===== config.mk =====
export PLATFORM = sky130hd
export DESIGN_NAME = dpram_port_arb_flat
export DESIGN_NICKNAME = d
export VERILOG_FILES = /design/src/rtl/dpram_port_arb_pkg.sv /design/src/rtl/dpram_port_arb_if.sv /design/src/rtl/dpram_port_arb_rr_arbiter.sv /design/src/rtl/dpram_port_arb.sv /design/src/flat_wrapper.sv
export SDC_FILE = /design/constraint.sdc
export NUM_CORES = 1
export LEC_CHECK = 0
export CAP_MARGIN = 20
export CORE_MARGIN = 5
export CORE_UTILIZATION = 47
export DETAILED_ROUTE_END_ITERATION = 8
export PLACE_DENSITY = 0.93
export SYNTH_ARGS = -nofsm -noshare
export SYNTH_HDL_FRONTEND = slang
export SYNTH_SLANG_ARGS = --single-unit

===== constraint.sdc =====
create_clock -name clk -period 4.1 [get_ports clk]
set_input_delay 0.82 -clock clk [delete_from_list [all_inputs] [get_ports clk]]
set_output_delay 0.82 -clock clk [all_outputs]
set_load 0.05 [all_outputs]

===== src/rtl/dpram_port_arb_pkg.sv =====
// Shared types and constants for the dpram port arbiter.
package dpram_arb_pkg;
   localparam int NUM_REQ_DEF = 4;
   localparam int ADDR_W_DEF  = 8;
   localparam int DATA_W_DEF  = 8;
   localparam int PERF_CNT_W  = 16;

   typedef logic [$clog2(NUM_REQ_DEF)-1:0] req_id_t;

   typedef struct packed {
      logic                  we;
      logic [ADDR_W_DEF-1:0] addr;
      logic [DATA_W_DEF-1:0] data;
      req_id_t               id;
   } mem_req_s;

   function automatic logic [PERF_CNT_W-1:0] sat_inc(input logic [PERF_CNT_W-1:0] v);
      return (&v) ? v : v + 1'b1;
   endfunction
endpackage


===== src/rtl/dpram_port_arb_if.sv =====
// Requester + dpram port bundle; slave = arbiter view, master = environment view.
interface dpram_port_arb_if #(
   parameter int NUM_REQ = 4,
   parameter int ADDR_W  = 8,
   parameter int DATA_W  = 8
);
   logic [NUM_REQ-1:0]        req_valid;
   logic [NUM_REQ-1:0]        req_ready;
   logic [NUM_REQ-1:0]        req_we;
   logic [NUM_REQ*ADDR_W-1:0] req_addr;
   logic [NUM_REQ*DATA_W-1:0] req_data;
   logic [NUM_REQ-1:0]        rsp_valid;
   logic [DATA_W-1:0]         rsp_data;
   logic                      mem_valid;
   logic                      mem_ready;
   logic                      mem_we;
   logic [ADDR_W-1:0]         mem_addr;
   logic [DATA_W-1:0]         mem_data;
   logic [DATA_W-1:0]         mem_q;

   modport slave (
      input  req_valid, req_we, req_addr, req_data, mem_ready, mem_q,
      output req_ready, rsp_valid, rsp_data, mem_valid, mem_we, mem_addr, mem_data
   );
   modport master (
      output req_valid, req_we, req_addr, req_data, mem_ready, mem_q,
      input  req_ready, rsp_valid, rsp_data, mem_valid, mem_we, mem_addr, mem_data
   );
endinterface


===== src/rtl/dpram_port_arb_rr_arbiter.sv =====
// Combinational round-robin pick: first set request at or above i_ptr, wrapping.
module rr_arbiter #(
   parameter int N = 4,
   localparam int IW = $clog2(N)
) (
   input  logic [N-1:0]  i_req,
   input  logic [IW-1:0] i_ptr,
   output logic [N-1:0]  o_gnt,
   output logic [IW-1:0] o_idx,
   output logic          o_any
);
   // Scan from farthest to nearest so the nearest hit to i_ptr wins.
   always_comb begin
      o_gnt = '0;
      o_idx = '0;
      o_any = 1'b0;
      for (int k = N-1; k >= 0; k--) begin
         if (i_req[(int'(i_ptr) + k) % N]) begin
            o_gnt                         = '0;
            o_gnt[(int'(i_ptr) + k) % N] = 1'b1;
            o_idx                         = IW'((int'(i_ptr) + k) % N);
            o_any                         = 1'b1;
         end
      end
   end
endmodule


===== src/rtl/dpram_port_arb.sv =====
// Round-robin dpram port arbiter with single-entry output stage and read-return ID pipe.
// Optional perf counters enabled by defining DPRAM_ARB_PERF_EN.
module dpram_port_arb
   import dpram_arb_pkg::*;
#(
   parameter int NUM_REQ = 4,
   parameter int ADDR_W  = 8,
   parameter int DATA_W  = 8,
   parameter int RD_LAT  = 1
) (
   input  logic             clk,
   input  logic             rst_n,
   dpram_port_arb_if.slave  bus
`ifdef DPRAM_ARB_PERF_EN
   ,
   input  logic                          perf_clr,
   output logic [NUM_REQ*PERF_CNT_W-1:0] perf_grant_cnt,
   output logic [PERF_CNT_W-1:0]         perf_stall_cnt
`endif
);
   localparam int IDW = $clog2(NUM_REQ);

   typedef struct packed {
      logic              we;
      logic [ADDR_W-1:0] addr;
      logic [DATA_W-1:0] data;
      logic [IDW-1:0]    id;
   } stage_s;

   stage_s                        r_stg;
   logic                          r_vld;
   logic [IDW-1:0]                r_ptr;
   logic [RD_LAT-1:0]             r_vld_pipe;
   logic [RD_LAT-1:0][IDW-1:0]    r_id_pipe;

   logic                          w_free;
   logic                          w_acc;
   logic                          w_any;
   logic                          w_rd_push;
   logic [NUM_REQ-1:0]            w_gnt;
   logic [IDW-1:0]                w_idx;

   assign w_free = !r_vld || bus.mem_ready;

   rr_arbiter #(.N(NUM_REQ)) u_rr (
      .i_req (bus.req_valid),
      .i_ptr (r_ptr),
      .o_gnt (w_gnt),
      .o_idx (w_idx),
      .o_any (w_any)
   );

   assign bus.req_ready = w_free ? w_gnt : '0;
   assign w_acc         = w_free && w_any;

   // Stage only moves when free; a stalled beat holds everything including ptr.
   always_ff @(posedge clk or negedge rst_n) begin
      if (!rst_n) begin
         r_vld <= 1'b0;
         r_stg <= '0;
         r_ptr <= '0;
      end else if (w_free) begin
         r_vld <= w_acc;
         if (w_acc) begin
            r_stg.we   <= bus.req_we[w_idx];
            r_stg.addr <= bus.req_addr[w_idx*ADDR_W +: ADDR_W];
            r_stg.data <= bus.req_data[w_idx*DATA_W +: DATA_W];
            r_stg.id   <= w_idx;
            r_ptr      <= (w_idx == IDW'(NUM_REQ-1)) ? '0 : w_idx + 1'b1;
         end
      end
   end

   assign bus.mem_valid = r_vld;
   assign bus.mem_we    = r_stg.we;
   assign bus.mem_addr  = r_stg.addr;
   assign bus.mem_data  = r_stg.data;

   assign w_rd_push = r_vld && bus.mem_ready && !r_stg.we;

   // ID pipe is aligned so its exit coincides with mem_q being valid.
   always_ff @(posedge clk or negedge rst_n) begin
      if (!rst_n) begin
         r_vld_pipe <= '0;
         r_id_pipe  <= '0;
      end else begin
         r_vld_pipe[0] <= w_rd_push;
         r_id_pipe[0]  <= r_stg.id;
         for (int k = 1; k < RD_LAT; k++) begin
            r_vld_pipe[k] <= r_vld_pipe[k-1];
            r_id_pipe[k]  <= r_id_pipe[k-1];
         end
      end
   end

   always_ff @(posedge clk or negedge rst_n) begin
      if (!rst_n) begin
         bus.rsp_valid <= '0;
         bus.rsp_data  <= '0;
      end else begin
         bus.rsp_valid <= '0;
         if (r_vld_pipe[RD_LAT-1]) begin
            bus.rsp_valid[r_id_pipe[RD_LAT-1]] <= 1'b1;
            bus.rsp_data                       <= bus.mem_q;
         end
      end
   end

`ifdef DPRAM_ARB_PERF_EN
   logic [NUM_REQ-1:0][PERF_CNT_W-1:0] r_gcnt;
   logic [PERF_CNT_W-1:0]              r_scnt;

   always_ff @(posedge clk or negedge rst_n) begin
      if (!rst_n) begin
         r_gcnt <= '0;
         r_scnt <= '0;
      end else if (perf_clr) begin
         r_gcnt <= '0;
         r_scnt <= '0;
      end else begin
         for (int k = 0; k < NUM_REQ; k++)
            if (w_acc && (w_idx == IDW'(k))) r_gcnt[k] <= sat_inc(r_gcnt[k]);
         if (r_vld && !bus.mem_ready) r_scnt <= sat_inc(r_scnt);
      end
   end

   assign perf_grant_cnt = r_gcnt;
   assign perf_stall_cnt = r_scnt;
`else
   // Counters are not built in this configuration.
`endif
endmodule

===== src/flat_wrapper.sv =====
// flat-port wrapper written by rule: the top's interface ports become plain ports
module dpram_port_arb_flat import dpram_arb_pkg::*;
#(
   parameter int NUM_REQ = 4,
   parameter int ADDR_W  = 8,
   parameter int DATA_W  = 8,
   parameter int RD_LAT  = 1
)
  (clk, rst_n, bus_req_valid, bus_req_we, bus_req_addr, bus_req_data, bus_mem_ready, bus_mem_q, bus_req_ready, bus_rsp_valid, bus_rsp_data, bus_mem_valid, bus_mem_we, bus_mem_addr, bus_mem_data);
  dpram_port_arb_if #(.NUM_REQ(NUM_REQ), .ADDR_W(ADDR_W), .DATA_W(DATA_W)) bus_i ();
  input  logic clk;
  input  logic rst_n;
  input wire logic [$bits(bus_i.req_valid)-1:0] bus_req_valid;
  input wire logic [$bits(bus_i.req_we)-1:0] bus_req_we;
  input wire logic [$bits(bus_i.req_addr)-1:0] bus_req_addr;
  input wire logic [$bits(bus_i.req_data)-1:0] bus_req_data;
  input wire logic [$bits(bus_i.mem_ready)-1:0] bus_mem_ready;
  input wire logic [$bits(bus_i.mem_q)-1:0] bus_mem_q;
  output wire logic [$bits(bus_i.req_ready)-1:0] bus_req_ready;
  output wire logic [$bits(bus_i.rsp_valid)-1:0] bus_rsp_valid;
  output wire logic [$bits(bus_i.rsp_data)-1:0] bus_rsp_data;
  output wire logic [$bits(bus_i.mem_valid)-1:0] bus_mem_valid;
  output wire logic [$bits(bus_i.mem_we)-1:0] bus_mem_we;
  output wire logic [$bits(bus_i.mem_addr)-1:0] bus_mem_addr;
  output wire logic [$bits(bus_i.mem_data)-1:0] bus_mem_data;
  assign bus_i.req_valid = bus_req_valid;
  assign bus_i.req_we = bus_req_we;
  assign bus_i.req_addr = bus_req_addr;
  assign bus_i.req_data = bus_req_data;
  assign bus_i.mem_ready = bus_mem_ready;
  assign bus_i.mem_q = bus_mem_q;
  assign bus_req_ready = bus_i.req_ready;
  assign bus_rsp_valid = bus_i.rsp_valid;
  assign bus_rsp_data = bus_i.rsp_data;
  assign bus_mem_valid = bus_i.mem_valid;
  assign bus_mem_we = bus_i.mem_we;
  assign bus_mem_addr = bus_i.mem_addr;
  assign bus_mem_data = bus_i.mem_data;
  dpram_port_arb #(.NUM_REQ(NUM_REQ), .ADDR_W(ADDR_W), .DATA_W(DATA_W), .RD_LAT(RD_LAT)) u_core (.clk(clk), .rst_n(rst_n), .bus(bus_i));
endmodule

==> impl_metrics.xml, run 1 <==
<?xml version="1.0" encoding="UTF-8"?>
<metrics>
  <group name="grt">
    <metric name="grt_pass1_vias" unit="">3297</metric>
    <metric name="grt_start_max_net_pins" unit="">40</metric>
    <metric name="grt_pass1_wl" unit="um">16000</metric>
    <metric name="groute.layer.met3.usage" unit="%">3.05</metric>
    <metric name="globalRouteTotalUtil" unit="%">22.0</metric>
    <metric name="globalRoute.busiestLayer" unit="">met2</metric>
    <metric name="grt_use_met1" unit="%">27.1</metric>
    <metric name="met2_usage" unit="%">39.6</metric>
    <metric name="grt_antenna_before_repair" unit="">0</metric>
    <metric name="overflow" unit="">0</metric>
  </group>
  <group name="setup_path">
    <metric name="cp-start-kind" unit="">input pin</metric>
    <metric name="setup.worst_path.class" unit="">in -&gt; out</metric>
    <metric name="reg2regPathDepth" unit="">7</metric>
    <metric name="regToRegSetupSlack" unit="ps">920</metric>
    <metric name="critPathMaxFanout" unit="">8</metric>
    <metric name="timing.rr.end" unit="">u_core.bus.mem_we</metric>
    <metric name="worst_setup_path_end_kind" unit="">output port</metric>
    <metric name="cp_data_arrival_time" unit="ps">2950</metric>
    <metric name="regToRegStartpoint" unit="">u_core.r_ptr[1]</metric>
    <metric name="worst-endpoint-required" unit="ps">3280</metric>
  </group>
  <group name="logic_synthesis">
    <metric name="mappedNetlistNets" unit="">464</metric>
    <metric name="syn-cell-area" unit="mm^2">0.00349</metric>
    <metric name="synth_top_area_cell" unit="">sky130_fd_sc_hd__dfrtp_1</metric>
    <metric name="synth-edff-count" unit="">0</metric>
    <metric name="netlist_top_cells_area" unit="">sky130_fd_sc_hd__dfrtp_1 27%, sky130_fd_sc_hd__a21oi_1 7.6%, sky130_fd_sc_hd__mux2_2 5.5%</metric>
    <metric name="synth_top_area_share" unit="%">26.5</metric>
    <metric name="synth_seq_area_share" unit="%">26.5</metric>
    <metric name="synth.yosys.warnings" unit="">0</metric>
    <metric name="postSynth.asyncResetShare" unit="%">100</metric>
    <metric name="postSynthAreaPerCell" unit="um^2">9.38</metric>
    <metric name="gate_count_of_the_mapped_netlist" unit="">372</metric>
    <metric name="yosysUniqueCellTypes" unit="">48</metric>
    <metric name="yosys_most_used_dff" unit="">sky130_fd_sc_hd__dfrtp_1</metric>
    <metric name="synth-seq-cells" unit="">37</metric>
  </group>
  <group name="timing">
    <metric name="report.final.hold_viol_count" unit="">0</metric>
    <metric name="maxClockFrequency" unit="MHz">265</metric>
    <metric name="post-route-worst-setup-slack" unit="ps">330</metric>
    <metric name="tns" unit="ps">0</metric>
    <metric name="slew_headroom" unit="%">38.3</metric>
    <metric name="grt_setup_unrepaired" unit="">no</metric>
    <metric name="timing_max_transition_violations_final" unit="">0</metric>
    <metric name="setup_viol" unit="">0</metric>
    <metric name="max_slew.worst_pin.slew" unit="ps">926</metric>
    <metric name="final.min_clock_period" unit="ps">3770</metric>
    <metric name="worst_hold_slack" unit="ps">393</metric>
    <metric name="skew_final" unit="ps">6.91</metric>
    <metric name="final.period_utilization" unit="%">92.0</metric>
  </group>
  <group name="cells_and_area">
    <metric name="post-route-util" unit="%">63.8</metric>
    <metric name="fin_cells" unit="">554</metric>
    <metric name="final.fill_count" unit="">571</metric>
    <metric name="area_growth_syn_to_layout" unit="%">32.6</metric>
    <metric name="insertedDiodeCount" unit="">0</metric>
    <metric name="final_common_cell" unit="">sky130_fd_sc_hd__clkdlybuf4s50_1</metric>
    <metric name="layout-drive-gt1-share" unit="%">23.1</metric>
    <metric name="design_area" unit="mm^2">0.00463</metric>
    <metric name="layout.cells.most_common_list" unit="">111 x sky130_fd_sc_hd__clkdlybuf4s50_1, 53 x sky130_fd_sc_hd__a21oi_1, 38 x sky130_fd_sc_hd__nor2_1</metric>
    <metric name="finish.net_count" unit="">546</metric>
  </group>
  <group name="floorplanning">
    <metric name="die-height" unit="um">96.2</metric>
    <metric name="std_cell_rows" unit="">31</metric>
    <metric name="top_level_ports" unit="">117</metric>
    <metric name="placeable_core_area" unit="mm^2">0.00725</metric>
    <metric name="die-width" unit="um">96.2</metric>
    <metric name="dieArea" unit="mm^2">0.00925</metric>
    <metric name="initial_utilization" unit="%">48.1</metric>
  </group>
  <group name="route">
    <metric name="detail_route.wl_per_cell" unit="um">18.4</metric>
    <metric name="viasPerCell" unit="">5.86</metric>
    <metric name="firstDrtPassIters" unit="">4</metric>
    <metric name="drcViolationCount" unit="">0</metric>
    <metric name="route.vias.total" unit="">3249</metric>
    <metric name="route.antenna.remaining_nets" unit="">0</metric>
    <metric name="route.final.wire_length" unit="um">10200</metric>
    <metric name="drtIter0Drc" unit="">220</metric>
  </group>
  <group name="worst_hold_path">
    <metric name="whs_endpoint" unit="">u_core.r_id_pipe[0]</metric>
    <metric name="hp-start" unit="">u_core.r_stg[0]</metric>
    <metric name="hold_path_class" unit="">reg -&gt; reg</metric>
    <metric name="whs_path_depth" unit="">0</metric>
  </group>
  <group name="pwr">
    <metric name="leakagePower" unit="nW">1.73</metric>
    <metric name="totalPowerFinal" unit="mW">3.94</metric>
    <metric name="power_density_normalized_to_cell_area" unit="mW/mm^2">853</metric>
    <metric name="maximum_vdd_drop" unit="mV">0.453</metric>
  </group>
  <group name="clocking">
    <metric name="cts.hold.buffers_added" unit="">0</metric>
    <metric name="tritoncts" unit="">yes</metric>
    <metric name="tritoncts.num_buffers" unit="">5</metric>
    <metric name="post_cts_repair_resize_count" unit="">0</metric>
    <metric name="max-clock-path-buffers" unit="">2</metric>
    <metric name="post_cts.repair.setup_buffers" unit="">0</metric>
    <metric name="clkSinkCount" unit="">37</metric>
    <metric name="worst_skew_pair.late_latency" unit="ps">290</metric>
    <metric name="cts.htree.levels" unit="">2</metric>
    <metric name="cts.root.buffer_cell" unit="">sky130_fd_sc_hd__clkbuf_8</metric>
    <metric name="clkSlewWorstSetupHoldPaths" unit="ps">80</metric>
  </group>
  <group name="run">
    <metric name="max_cap_viol_count" unit="">0</metric>
  </group>
  <group name="placement">
    <metric name="gp_congestion" unit="">0.830</metric>
    <metric name="place_area" unit="mm^2">0.00451</metric>
    <metric name="input_output_buffers" unit="">116</metric>
    <metric name="preCtsSetupSlack" unit="ps">335</metric>
    <metric name="hpwl" unit="um">7370</metric>
    <metric name="place_inst" unit="">546</metric>
  </group>
  <group name="status">
    <metric name="outcome" unit="">completed</metric>
  </group>
</metrics>
flip-flops by register name (all words and copies together), names as in the netlist:
| register | flops |
|---|---|
| u_core.r_stg | 2 |
| u_core.r_vld_pipe | 1 |
| u_core.r_ptr | 2 |
| u_core.r_id_pipe | 2 |
| u_core.bus.rsp_valid | 4 |
| u_core.bus.mem_we | 1 |
| u_core.bus.mem_valid | 1 |
| u_core.bus.rsp_data | 8 |
| u_core.bus.mem_data | 8 |
| u_core.bus.mem_addr | 8 |
cells in the mapped netlist (2+ instances only):
cell type / number
sky130_fd_sc_hd__nand3_1: 16
sky130_fd_sc_hd__buf_8: 2
sky130_fd_sc_hd__nor2_1: 39
sky130_fd_sc_hd__a211oi_1: 6
sky130_fd_sc_hd__a221oi_2: 2
sky130_fd_sc_hd__mux4_2: 3
sky130_fd_sc_hd__nor3_2: 16
sky130_fd_sc_hd__a22oi_1: 10
sky130_fd_sc_hd__o21ai_0: 7
sky130_fd_sc_hd__dfrtp_1: 37
sky130_fd_sc_hd__a2111oi_1: 6
sky130_fd_sc_hd__ha_1: 9
sky130_fd_sc_hd__inv_1: 3
sky130_fd_sc_hd__nand2_1: 36
sky130_fd_sc_hd__buf_6: 8
sky130_fd_sc_hd__buf_4: 18
sky130_fd_sc_hd__a21oi_1: 53
sky130_fd_sc_hd__mux2i_1: 2
sky130_fd_sc_hd__nand2b_1: 2
sky130_fd_sc_hd__mux2_2: 17
sky130_fd_sc_hd__buf_2: 4
sky130_fd_sc_hd__nor2b_1: 2
sky130_fd_sc_hd__buf_12: 2
sky130_fd_sc_hd__a2111oi_2: 10
sky130_fd_sc_hd__mux2_4: 8
sky130_fd_sc_hd__a22oi_2: 11
sky130_fd_sc_hd__buf_1: 2
sky130_fd_sc_hd__a211oi_2: 10
sky130_fd_sc_hd__mux2_1: 2
sky130_fd_sc_hd__clkbuf_1: 11
layer usage:
metal / part of all wire (%) / wire length (um) / up-vias
met4: 1.5 / 155 / 0
met1: 40 / 4040 / 1582
met5: 0 / 0 / -
met3: 7.0 / 715 / 17
li1: - / - / 1516
met2: 52 / 5270 / 134
worst max-delay path by stage:
stage                                 from               end  slack (ps)  cells after the start
final                     bus_req_valid[3]  bus_req_ready[3]         330                      8
after global placement    bus_req_valid[3]  bus_req_ready[3]         440                      8
after CTS                 bus_req_valid[3]  bus_req_ready[3]         330                      8
after detailed placement  bus_req_valid[3]  bus_req_ready[3]         340                      8
after global routing      bus_req_valid[3]  bus_req_ready[3]         170                      8
after floorplan            u_core.r_ptr[0]  bus_req_ready[0]         250                     10
where the power goes:
group	switching [mW]	total, mW	internal [mW]	leakage (nW)
registers	0.135	0.668	0.532	0.431
logic	1.78	2.94	1.16	1.24
clock network	0.141	0.338	0.198	0.0574
total	2.06	3.94	1.89	1.73
kinds of logic (layout without fill, tap and decap cells):
group	Yosys count	in the layout	synth area share, %
AO/OA/AOI/OAI	122	122	28.4
flip-flops	37	37	26.5
buffers and inverters	51	134	10.9
adder cells (fa/ha/maj)	9	9	3.23
AND/OR/NAND/NOR	120	120	18.3
multiplexers	33	33	12.7
worst max-delay path: stages:
cell and delay (ps):
sky130_fd_sc_hd__clkdlybuf4s50_1 520, sky130_fd_sc_hd__mux4_2 620, sky130_fd_sc_hd__nor2b_4 230, sky130_fd_sc_hd__a22oi_1 90, sky130_fd_sc_hd__o21ai_0 170, sky130_fd_sc_hd__nand2_1 70, sky130_fd_sc_hd__a21oi_1 250, sky130_fd_sc_hd__buf_12 180
cell type report:
type	count	area (um^2)	area share [%]
multi-input cells	284	2190	47.3
repair buffers	122	1250	27.1
flip-flops and latches	37	927	20.0
well taps	99	124	2.68
clock buffers	6	82.6	1.78
clock inverters	2	37.5	0.811
inverters	4	15.0	0.324
(Power assumes the default switching activity.)
==> run 2: changes to the inputs <==
--- a/config.mk
+++ b/config.mk
@@ -7,9 +7,9 @@
 export LEC_CHECK = 0
 export CAP_MARGIN = 20
 export CORE_MARGIN = 5
-export CORE_UTILIZATION = 47
+export CORE_UTILIZATION = 45
 export DETAILED_ROUTE_END_ITERATION = 8
-export PLACE_DENSITY = 0.93
+export PLACE_DENSITY = 0.9
 export SYNTH_ARGS = -nofsm -noshare
 export SYNTH_HDL_FRONTEND = slang
 export SYNTH_SLANG_ARGS = --single-unit
==> run 2 against run 1 <==
- highest routed layer unchanged
- die area increased by 4.0%
- sequential cell count unchanged
- final cell count increased by 0.36%
- clock-buffer cell count decreased by 1
- largest cell class unchanged
- register-to-register slack got worse by 100 ps
- global-route usage decreased by 0.54 points
==> impl_metrics.xml, run 2 (synthesis results as in run 1) <==
<?xml version="1.0" encoding="UTF-8"?>
<metrics>
  <group name="status">
    <metric name="outcome" unit="">completed</metric>
  </group>
  <group name="grt">
    <metric name="globalRouteTotalUtil" unit="%">21.4</metric>
    <metric name="grt_pass1_vias" unit="">3373</metric>
    <metric name="grt_start_max_net_pins" unit="">51</metric>
    <metric name="grt_pass1_wl" unit="um">17000</metric>
    <metric name="overflow" unit="">0</metric>
    <metric name="grt_antenna_before_repair" unit="">0</metric>
  </group>
  <group name="setup_path">
    <metric name="critPathMaxFanout" unit="">8</metric>
    <metric name="worst-endpoint-required" unit="ps">3280</metric>
    <metric name="cp-start-kind" unit="">input pin</metric>
    <metric name="cp_data_arrival_time" unit="ps">3060</metric>
    <metric name="worst_setup_path_end_kind" unit="">output port</metric>
    <metric name="setup.worst_path.class" unit="">in -&gt; out</metric>
  </group>
  <group name="cells_and_area">
    <metric name="final.fill_count" unit="">618</metric>
    <metric name="finish.net_count" unit="">545</metric>
    <metric name="area_growth_syn_to_layout" unit="%">31.3</metric>
    <metric name="layout.cells.most_common_list" unit="">111 x sky130_fd_sc_hd__clkdlybuf4s50_1, 53 x sky130_fd_sc_hd__a21oi_1, 38 x sky130_fd_sc_hd__nor2_1</metric>
    <metric name="insertedDiodeCount" unit="">0</metric>
    <metric name="final_common_cell" unit="">sky130_fd_sc_hd__clkdlybuf4s50_1</metric>
    <metric name="layout-drive-gt1-share" unit="%">22.9</metric>
  </group>
  <group name="route">
    <metric name="firstDrtPassIters" unit="">4</metric>
    <metric name="detail_route.wl_per_cell" unit="um">18.6</metric>
    <metric name="route.final.wire_length" unit="um">10400</metric>
    <metric name="route.antenna.remaining_nets" unit="">0</metric>
    <metric name="met2WireLength" unit="um">5480</metric>
    <metric name="detailed_route_wire_length_on_metal_1" unit="um">4080</metric>
    <metric name="route.met3.wl" unit="um">589</metric>
    <metric name="route.vias.total" unit="">3247</metric>
    <metric name="top_signal_layer_used" unit="">met4</metric>
    <metric name="drtIter0Drc" unit="">220</metric>
    <metric name="drcViolationCount" unit="">0</metric>
    <metric name="viasPerCell" unit="">5.84</metric>
  </group>
  <group name="timing">
    <metric name="slew_headroom" unit="%">31.4</metric>
    <metric name="maxClockFrequency" unit="MHz">258</metric>
    <metric name="skew_final" unit="ps">3.37</metric>
    <metric name="grt_setup_unrepaired" unit="">no</metric>
    <metric name="report.final.hold_viol_count" unit="">0</metric>
    <metric name="final.min_clock_period" unit="ps">3880</metric>
    <metric name="final.period_utilization" unit="%">94.7</metric>
    <metric name="max_slew.worst_pin.slew" unit="ps">1030</metric>
    <metric name="tns" unit="ps">0</metric>
    <metric name="setup_viol" unit="">0</metric>
    <metric name="timing_max_transition_violations_final" unit="">0</metric>
  </group>
  <group name="placement">
    <metric name="hpwl" unit="um">7260</metric>
    <metric name="gp_congestion" unit="">0.793</metric>
    <metric name="input_output_buffers" unit="">116</metric>
  </group>
  <group name="clocking">
    <metric name="tritoncts.num_buffers" unit="">5</metric>
    <metric name="clkSinkCount" unit="">37</metric>
    <metric name="clkSlewWorstSetupHoldPaths" unit="ps">80</metric>
    <metric name="cts.hold.buffers_added" unit="">0</metric>
    <metric name="tritoncts" unit="">yes</metric>
    <metric name="cts.root.buffer_cell" unit="">sky130_fd_sc_hd__clkbuf_8</metric>
    <metric name="max-clock-path-buffers" unit="">2</metric>
    <metric name="cts.htree.levels" unit="">2</metric>
    <metric name="worst_skew_pair.late_latency" unit="ps">300</metric>
    <metric name="post_cts.repair.setup_buffers" unit="">0</metric>
    <metric name="post_cts_repair_resize_count" unit="">0</metric>
  </group>
  <group name="pwr">
    <metric name="power_density_normalized_to_cell_area" unit="mW/mm^2">845</metric>
    <metric name="totalPowerFinal" unit="mW">3.87</metric>
    <metric name="maximum_vdd_drop" unit="mV">0.474</metric>
    <metric name="leakagePower" unit="nW">1.71</metric>
  </group>
  <group name="floorplanning">
    <metric name="initial_utilization" unit="%">45.6</metric>
    <metric name="placeable_core_area" unit="mm^2">0.00765</metric>
    <metric name="top_level_ports" unit="">117</metric>
    <metric name="std_cell_rows" unit="">32</metric>
    <metric name="die-width" unit="um">98.1</metric>
    <metric name="die-height" unit="um">98.1</metric>
    <metric name="dieArea" unit="mm^2">0.00962</metric>
  </group>
  <group name="run">
    <metric name="max_cap_viol_count" unit="">0</metric>
  </group>
  <group name="worst_hold_path">
    <metric name="hold_path_class" unit="">reg -&gt; reg</metric>
  </group>
</metrics>
==> run 2: changes by cell type in the layout (fill, tap and decap cells not counted), sizes merged <==
| cell | previous run | this run |
|---|---|---|
| bufinv | 1 | 0 |
| clkinv | 1 | 2 |
| clkbuf | 6 | 5 |
| buf | 11 | 10 |
| inv | 3 | 4 |
==> run 2: report_power, final <==
part	switching [mW]	internal [mW]
Combinational	1.80	1.13
Sequential	0.136	0.532
Clock	0.147	0.121
==> run 2: area by class of cell <==
cell class                      instances  area [um^2]  share of cell area [%]
Multi-Input combinational cell        284         2190                    47.7
Timing Repair Buffer                  121         1230                    26.9
Sequential cell                        37          927                    20.2
Tap cell                              102          128                    2.79
Clock buffer                            5         68.8                    1.50
Clock inverter                          3         21.3                   0.464
Inverter                                4         15.0                   0.328
==> run 2: worst paths after layout <==
kind	startpoint	cells after the start	slack, ps	to
max in group asynchronous	rst_n	1	2870	u_core.r_ptr[0]
min in group asynchronous	rst_n	1	630	u_core.bus.rsp_data[2]
worst min-delay path	u_core.r_stg[0]	0	390	u_core.r_id_pipe[0]
worst max-delay path	bus_req_valid[3]	8	220	bus_req_ready[1]
worst min register to register	u_core.r_stg[0]	0	390	u_core.r_id_pipe[0]
worst max register to register	u_core.r_ptr[1]	7	820	u_core.bus.mem_addr[5]
==> run 2: layer usage <==
metal	GRT usage [%]	up-vias
li1	-	1518
met1	26.0	1601
met2	37.3	113
met3	4.29	15
met4	7.99	0
met5	0	-
==> run 2: worst max-delay path, stage by stage <==
cell                              delay (ps)
sky130_fd_sc_hd__clkdlybuf4s50_1         530
sky130_fd_sc_hd__mux4_2                  620
sky130_fd_sc_hd__nor2b_4                 220
sky130_fd_sc_hd__a22oi_1                 100
sky130_fd_sc_hd__o21ai_0                 230
sky130_fd_sc_hd__nand2_1                 110
sky130_fd_sc_hd__a21oi_1                 240
sky130_fd_sc_hd__buf_12                  170
==> run 2: stage by stage <==
step | util (%) | hold WS (ps) | std cells | worst slack, ps | area (um^2)
floorplan | - | 348 | 372 | 247 | 3490
global placement | 58.7 | 364 | 548 | 448 | 4490
detailed placement | 58.7 | 370 | 548 | 281 | 4490
CTS | 59.9 | 388 | 556 | 282 | 4580
global route | 59.9 | 404 | 556 | 77.0 | 4580
finish | 59.9 | 391 | 556 | 217 | 4580
